<file path="src/rtl/sram_arbiter.sv">
// sram_arbiter: shares one 16-bit asynchronous SRAM between three requesters.
// The requesters are the frame-buffer reader, the 32-bit scene loader and the
// 16-bit pixel writer. Every access takes two cycles. Reads have priority,
// with a starvation guard so that a pending write is eventually forced
// through. The two writers share the remaining slots round-robin.
// Optional build macro: ARB_STATS_EN adds 16-bit saturating grant counters.
module sram_arbiter #(
    parameter int STARVE_LIMIT = 8
) (
    input  logic        clk,
    input  logic        rst_b,
    input  logic        rd_req,
    input  logic [19:0] rd_addr,
    output logic        rd_gnt,
    output logic [15:0] rd_data,
    output logic        rd_valid,
    input  logic        sl_we,
    input  logic [24:0] sl_addr,
    input  logic [31:0] sl_io,
    output logic        sl_ack,
    input  logic        fb_we,
    input  logic [19:0] fb_addr,
    input  logic [15:0] fb_data,
    output logic        fb_ack,
    output logic [19:0] sram_addr,
    output logic [15:0] sram_dq_out,
    input  logic [15:0] sram_dq_in,
    output logic        sram_dq_oe,
    output logic        sram_we_b,
    output logic        sram_oe_b,
    output logic        sram_ce_b,
    output logic        sram_ub_b,
    output logic        sram_lb_b
`ifdef ARB_STATS_EN
    ,
    output logic [15:0] stat_rd,
    output logic [15:0] stat_sl,
    output logic [15:0] stat_fb
`endif
);

    localparam logic [2:0] S_IDLE = 3'd0;
    localparam logic [2:0] S_RD1  = 3'd1;
    localparam logic [2:0] S_RD2  = 3'd2;
    localparam logic [2:0] S_WR1  = 3'd3;
    localparam logic [2:0] S_WR2  = 3'd4;

    localparam int CNT_W = $clog2(STARVE_LIMIT + 1);
    localparam logic [CNT_W-1:0] LIMIT_C = CNT_W'(STARVE_LIMIT);

    logic [2:0]       state;
    logic [CNT_W-1:0] starve_cnt;
    logic             last_sl;     // last write granted went to the scene loader
    logic             cur_is_sl;   // write in flight belongs to the scene loader
    logic             sl_hi;       // scene-loader access in flight is the high half
    logic [19:0]      addr_p0;
    logic [15:0]      wdata_p0;
    logic [15:0]      hi_p0;       // high half of sl_io parked for the second access

    logic arb_en, in_ack, sl_lock, sl_pend, fb_pend, wr_pend;
    logic starved, win_rd, win_wr, pick_sl;

    // The upper scene-loader address bits select nothing in this SRAM.
    logic unused_sl_addr;
    assign unused_sl_addr = ^sl_addr[24:19];

    function automatic logic [CNT_W-1:0] sat_inc_starve(input logic [CNT_W-1:0] v);
        return (v == LIMIT_C) ? v : v + 1'b1;
    endfunction

    function automatic logic [15:0] sat_inc16(input logic [15:0] v);
        return (v == 16'hFFFF) ? v : v + 16'd1;
    endfunction

    // Arbitration: the low half of a scene-loader write is never followed by arbitration.
    assign sl_lock = (state == S_WR2) && cur_is_sl && !sl_hi;
    assign arb_en  = (state == S_IDLE) || (state == S_RD2) || ((state == S_WR2) && !sl_lock);
    assign in_ack  = (state == S_WR2) && !sl_lock;
    // The writer being acknowledged still holds its request this cycle; it is not a new one.
    assign sl_pend = sl_we && !(in_ack && cur_is_sl);
    assign fb_pend = fb_we && !(in_ack && !cur_is_sl);
    assign wr_pend = sl_pend || fb_pend;
    assign starved = (starve_cnt == LIMIT_C);
    assign win_rd  = arb_en && rd_req && !(starved && wr_pend);
    assign win_wr  = arb_en && !win_rd && wr_pend;
    assign pick_sl = sl_pend && (!fb_pend || !last_sl);

    // Access sequencer and write ownership tracking.
    always_ff @(posedge clk) begin
        if (!rst_b) begin
            state     <= S_IDLE;
            last_sl   <= 1'b0;
            cur_is_sl <= 1'b0;
            sl_hi     <= 1'b0;
        end else begin
            case (state)
                S_RD1:   state <= S_RD2;
                S_WR1:   state <= S_WR2;
                default: begin
                    if (sl_lock) begin
                        state <= S_WR1;
                        sl_hi <= 1'b1;
                    end else if (win_rd) begin
                        state <= S_RD1;
                    end else if (win_wr) begin
                        state     <= S_WR1;
                        cur_is_sl <= pick_sl;
                        last_sl   <= pick_sl;
                        sl_hi     <= 1'b0;
                    end else begin
                        state <= S_IDLE;
                    end
                end
            endcase
        end
    end

    // Starvation counter: reads beating a pending write, cleared by any write grant.
    always_ff @(posedge clk) begin
        if (!rst_b) begin
            starve_cnt <= '0;
        end else if (win_wr) begin
            starve_cnt <= '0;
        end else if (win_rd && wr_pend) begin
            starve_cnt <= sat_inc_starve(starve_cnt);
        end
    end

    // Address/data capture at grant; the locked high half reuses the parked word.
    always_ff @(posedge clk) begin
        if (win_rd) begin
            addr_p0 <= rd_addr;
        end else if (win_wr) begin
            if (pick_sl) begin
                addr_p0  <= {sl_addr[18:0], 1'b0};
                wdata_p0 <= sl_io[15:0];
                hi_p0    <= sl_io[31:16];
            end else begin
                addr_p0  <= fb_addr;
                wdata_p0 <= fb_data;
            end
        end else if (sl_lock) begin
            addr_p0[0] <= 1'b1;
            wdata_p0   <= hi_p0;
        end
    end

    // Read return: capture the SRAM bus at the end of RD2.
    always_ff @(posedge clk) begin
        if (!rst_b) begin
            rd_valid <= 1'b0;
            rd_data  <= 16'd0;
        end else begin
            rd_valid <= (state == S_RD2);
            if (state == S_RD2) begin
                rd_data <= sram_dq_in;
            end
        end
    end

    // SRAM pin and handshake decode from the current state.
    always_comb begin
        sram_ce_b   = 1'b1;
        sram_oe_b   = 1'b1;
        sram_we_b   = 1'b1;
        sram_ub_b   = 1'b1;
        sram_lb_b   = 1'b1;
        sram_dq_oe  = 1'b0;
        sram_addr   = 20'd0;
        sram_dq_out = 16'd0;
        rd_gnt      = 1'b0;
        sl_ack      = 1'b0;
        fb_ack      = 1'b0;
        case (state)
            S_RD1, S_RD2: begin
                sram_ce_b = 1'b0;
                sram_oe_b = 1'b0;
                sram_ub_b = 1'b0;
                sram_lb_b = 1'b0;
                sram_addr = addr_p0;
                rd_gnt    = (state == S_RD1);
            end
            S_WR1, S_WR2: begin
                sram_ce_b   = 1'b0;
                sram_we_b   = (state == S_WR2);
                sram_ub_b   = 1'b0;
                sram_lb_b   = 1'b0;
                sram_dq_oe  = 1'b1;
                sram_addr   = addr_p0;
                sram_dq_out = wdata_p0;
                sl_ack      = (state == S_WR2) && cur_is_sl && sl_hi;
                fb_ack      = (state == S_WR2) && !cur_is_sl;
            end
            default: ;
        endcase
    end

`ifdef ARB_STATS_EN
    // Grant counters; a scene-loader write counts once at its first grant.
    always_ff @(posedge clk) begin
        if (!rst_b) begin
            stat_rd <= 16'd0;
            stat_sl <= 16'd0;
            stat_fb <= 16'd0;
        end else begin
            if (win_rd)             stat_rd <= sat_inc16(stat_rd);
            if (win_wr && pick_sl)  stat_sl <= sat_inc16(stat_sl);
            if (win_wr && !pick_sl) stat_fb <= sat_inc16(stat_fb);
        end
    end
`endif

endmodule

</file>
<file path="config.mk">
export PLATFORM = sky130hd
export DESIGN_NAME = sram_arbiter
export DESIGN_NICKNAME = d
export VERILOG_FILES = /design/src/rtl/sram_arbiter.sv
export SDC_FILE = /design/constraint.sdc
export NUM_CORES = 1
export LEC_CHECK = 0
export BUFFER_PORTS_ARGS = -buffer_cell sky130_fd_sc_hd__buf_2
export CAP_MARGIN = 15
export CORE_ASPECT_RATIO = 1.5
export CORE_MARGIN = 1.5
export CORE_UTILIZATION = 41
export DETAILED_ROUTE_END_ITERATION = 8
export PLACE_DENSITY = 0.76
export SYNTH_ARGS = -nofsm -noshare
export SYNTH_HDL_FRONTEND = slang
export SYNTH_SLANG_ARGS = --single-unit
export TNS_END_PERCENT = 1
</file>
<file path="constraint.sdc">
create_clock -name clk -period 2.8 [get_ports clk]
set_clock_uncertainty 0.05 [all_clocks]
set_input_delay 0.56 -clock clk [delete_from_list [all_inputs] [get_ports clk]]
set_output_delay 0.56 -clock clk [all_outputs]
set_load 0.01 [all_outputs]
</file>
==> impl_metrics.toml <==
[run_status]
status = "finished clean"

[placement]
port_buffers = 189
dpl.hpwl_um = 6800
gp_congestion = 0.778
dpl_worst_slack_ns = 0.276

[power]
switching_share = 0.235
combPwrFrac = 0.182
p_seq_frac = 0.441
p_switching_w = 0.000739
power_density_mw_per_mm2 = 608
power.share.clock = 0.377
p_int_w = 0.00240
power_w = 0.00314
ir_drop_mv = 0.392
p_leak_nw = 2.36

[route]
via_per_inst = 4.71
dr_total_vias = 2993
dr.first_iter.drc_count = 94
drt_first_pass_iters = 4
wl_per_cell_um = 13.4
ant_nets = 0
wl_um = 8540
drc_errors = 0

[die]
die_area_sq_mm = 0.00990
rows = 42
core-area_sq_mm = 0.00893
die_y_um = 121
initial_utilization = 0.427
die_w_um = 81.7
num_io_pins = 196

[finish]
drive_above_1_share = 0.468
layout.nets = 657
layout-area-overhead-vs-synth_pct = 35.6
nFillCells = 813
n_antenna_cell = 0

[grt]
grt_util_met3 = 0.0301
grt_pass1_vias = 2886
gr-max-usage-layer = "met2"
met2_usage = 0.321
grt_max_degree = 39
grt_use_met1 = 0.185
grtUsageTotal = 0.176
grt_antenna_before_repair = 0
grt_pass1_wl_um = 13000
overflow = 0

[clock_tree]
cts.path.max_buffers = 2
clockRootBuffer = "clkbuf_16"
cts.sinks = 78
insertion_delay_ns = 0.33
ctsHtreeMaxLevel = 3
cts_tree = "done"
cts_buffers = 9
path_clk_slew_ns = 0.05

[worst_setup_path]
cp_max_fo = 20
cp_slowest_cell = "or3b_1"
crit_top_cell = "mux2_2"
setup.worst_path.class = "reg2reg"
crit_path_max_incr_delay_ns = 0.52
r2r_end = "addr_p0[14]$_DFFE_PP_"
cp_data_required_time_ns = 2.83
crit_path_start_kind = "register"
cp.arrival_ns = 2.56
crit_path_cell_trace = "or3b_1 -> o21ai_4 -> a21o_2 -> buf_12 -> mux2_2 -> mux2_2"
regToRegSetupSlack_ns = 0.27
worstReg2RegStart = "state[2]$_SDFF_PN0_"
reg2reg_depth = 6
crit_path_end_kind = "register"

[sta]
hold_viol = 0
fin_crit_sh = 0.903
slew-limit-headroom = 0.374
holdWs_ns = 0.358
fmax_ghz = 0.395
tightest_slew_ns = 0.935
min_period_ns = 2.53
slew_violations = 0
finalSetupViolations = 0
finalSetupTns_ns = 0
rsz0062_at_grt = "no"
final.setup.worst_slack_ns = 0.270

[synthesis]
syn-cell-area_sq_mm = 0.00381
yosysWarningCount = 0
synth_edf_count = 52
syn_nets = 470
synth_ff_type = "edfxtp_1"
synth_seq_cells = 78
syn_area_per_cell_sq_um = 11.4
synthArstFlopShare = 0
synth_cell_types = 38
synth_seq_area_share = 0.546
synth_cells = 334

[flow_run]
maxCapViolations = 0

[min_path]
hp-start = "sl_io[31]"
hp-class = "in2reg"
hold_end = "hi_p0[15]$_DFFE_PP_"
hold-path-cell-count = 1
## Yosys cell counts (all sizes together), types with 3 or more instances
cell	n	share of area
mux2	38	0.11
nor2b	5	0.0082
mux2i	17	0.045
a21boi	16	0.032
dfxtp	26	0.14
edfxtp	52	0.41
and2	37	0.061
and3	4	0.0066
clkbuf	9	0.0089
nand2	40	0.039
inv	4	0.0039
xnor2	4	0.0092
a21oi	19	0.025
buf	13	0.027
nor2	27	0.027
nand3b	3	0.0059
## registers in the layout, summed over array words and instances (netlist names)
register	flops
rd_data	16
rd_valid	1
state	3
hi_p0	16
sl_hi	1
addr_p0	20
starve_cnt	4
wdata_p0	16
cur_is_sl	1
## cell type report
class | instances | area, sq um | area share
Clock buffer | 10 | 229 | 0.0443
Clock inverter | 6 | 76.3 | 0.0148
Inverter | 4 | 15.0 | 0.00290
Multi-Input combinational cell | 230 | 1610 | 0.310
Sequential cell | 78 | 2080 | 0.403
Tap cell | 110 | 138 | 0.0266
Timing Repair Buffer | 198 | 1030 | 0.198
## timing repair
item / in CTS / in global routing
gates resized for setup: 0 / 1
endpoints found under the setup margin: 0 / 2
setup buffers: 0 / 0
hold buffers: 0 / 0
## per-layer routing
layer	up-vias	routed length (um)
met5	-	0
met4	0	188
met3	11	533
met2	117	4580
met1	1331	3240
li1	1534	-
## metrics by stage
step	cell area, sq um	std cells	util
finish	5170	636	0.579
global route	5170	636	0.579
CTS	5170	636	0.579
detailed placement	4860	620	0.544
global placement	4860	620	0.544
floorplan	3810	334	-
## critical path, delay by kind of cell (launching register included)
kind	cells	cell delay [ns]
and+or+nand+nor	1	0.52
AOI/OAI and AO/OA	2	0.48
buffers and inverters	1	0.17
DFF	1	0.44
muxes	2	0.61
## power groups by stage
stage	combinational, W	clock (W)	sequential, W
after floorplan	0.000347	0	0.00141
after global placement	0.000569	0	0.00141
after detailed placement	0.000582	0	0.00141
after CTS	0.000583	0.00121	0.00139
after global routing	0.000640	0.00127	0.00140
final	0.000571	0.00118	0.00139
## worst max path at each step
stage	depth (start not counted)	startpoint	slack [ns]	end
after CTS	4	state[2]$_SDFF_PN0_	0.13	sram_dq_out[7]
final	6	state[2]$_SDFF_PN0_	0.27	addr_p0[14]$_DFFE_PP_
after global placement	6	state[2]$_SDFF_PN0_	0.33	addr_p0[19]$_DFFE_PP_
after detailed placement	6	state[2]$_SDFF_PN0_	0.28	addr_p0[14]$_DFFE_PP_
after floorplan	7	state[1]$_SDFF_PN0_	0.16	hi_p0[0]$_DFFE_PP_
after global routing	5	state[1]$_SDFF_PN0_	0.08	hi_p0[12]$_DFFE_PP_
## cells in the final DEF (no fill, tap or decap), types with 3 or more instances in the layout
master	netlist	routed
nand3b_1	3	3
xnor2_1	4	4
nor2b_1	5	4
edfxtp_1	52	52
clkbuf_16	0	9
buf_4	3	8
buf_2	6	189
clkinv_1	0	3
a21boi_0	16	16
mux2_2	27	27
and3_1	4	4
mux2i_1	17	17
nor2_1	27	26
a21oi_1	19	19
mux2_1	11	11
and2_1	37	37
dfxtp_1	26	26
nand2_1	40	39
inv_1	4	4
## logic make-up after synthesis
| logic type | after synthesis | synth area share |
|---|---|---|
| DFF | 78 | 0.546 |
| xor gates and xnor gates | 4 | 0.00919 |
| AOI/OAI and AO/OA | 46 | 0.0821 |
| adders and majority gates | 2 | 0.00656 |
| and+or+nand+nor | 123 | 0.160 |
| muxes | 55 | 0.157 |
| buffers and inverters | 26 | 0.0397 |
Power figures use the tool's default switching activity.
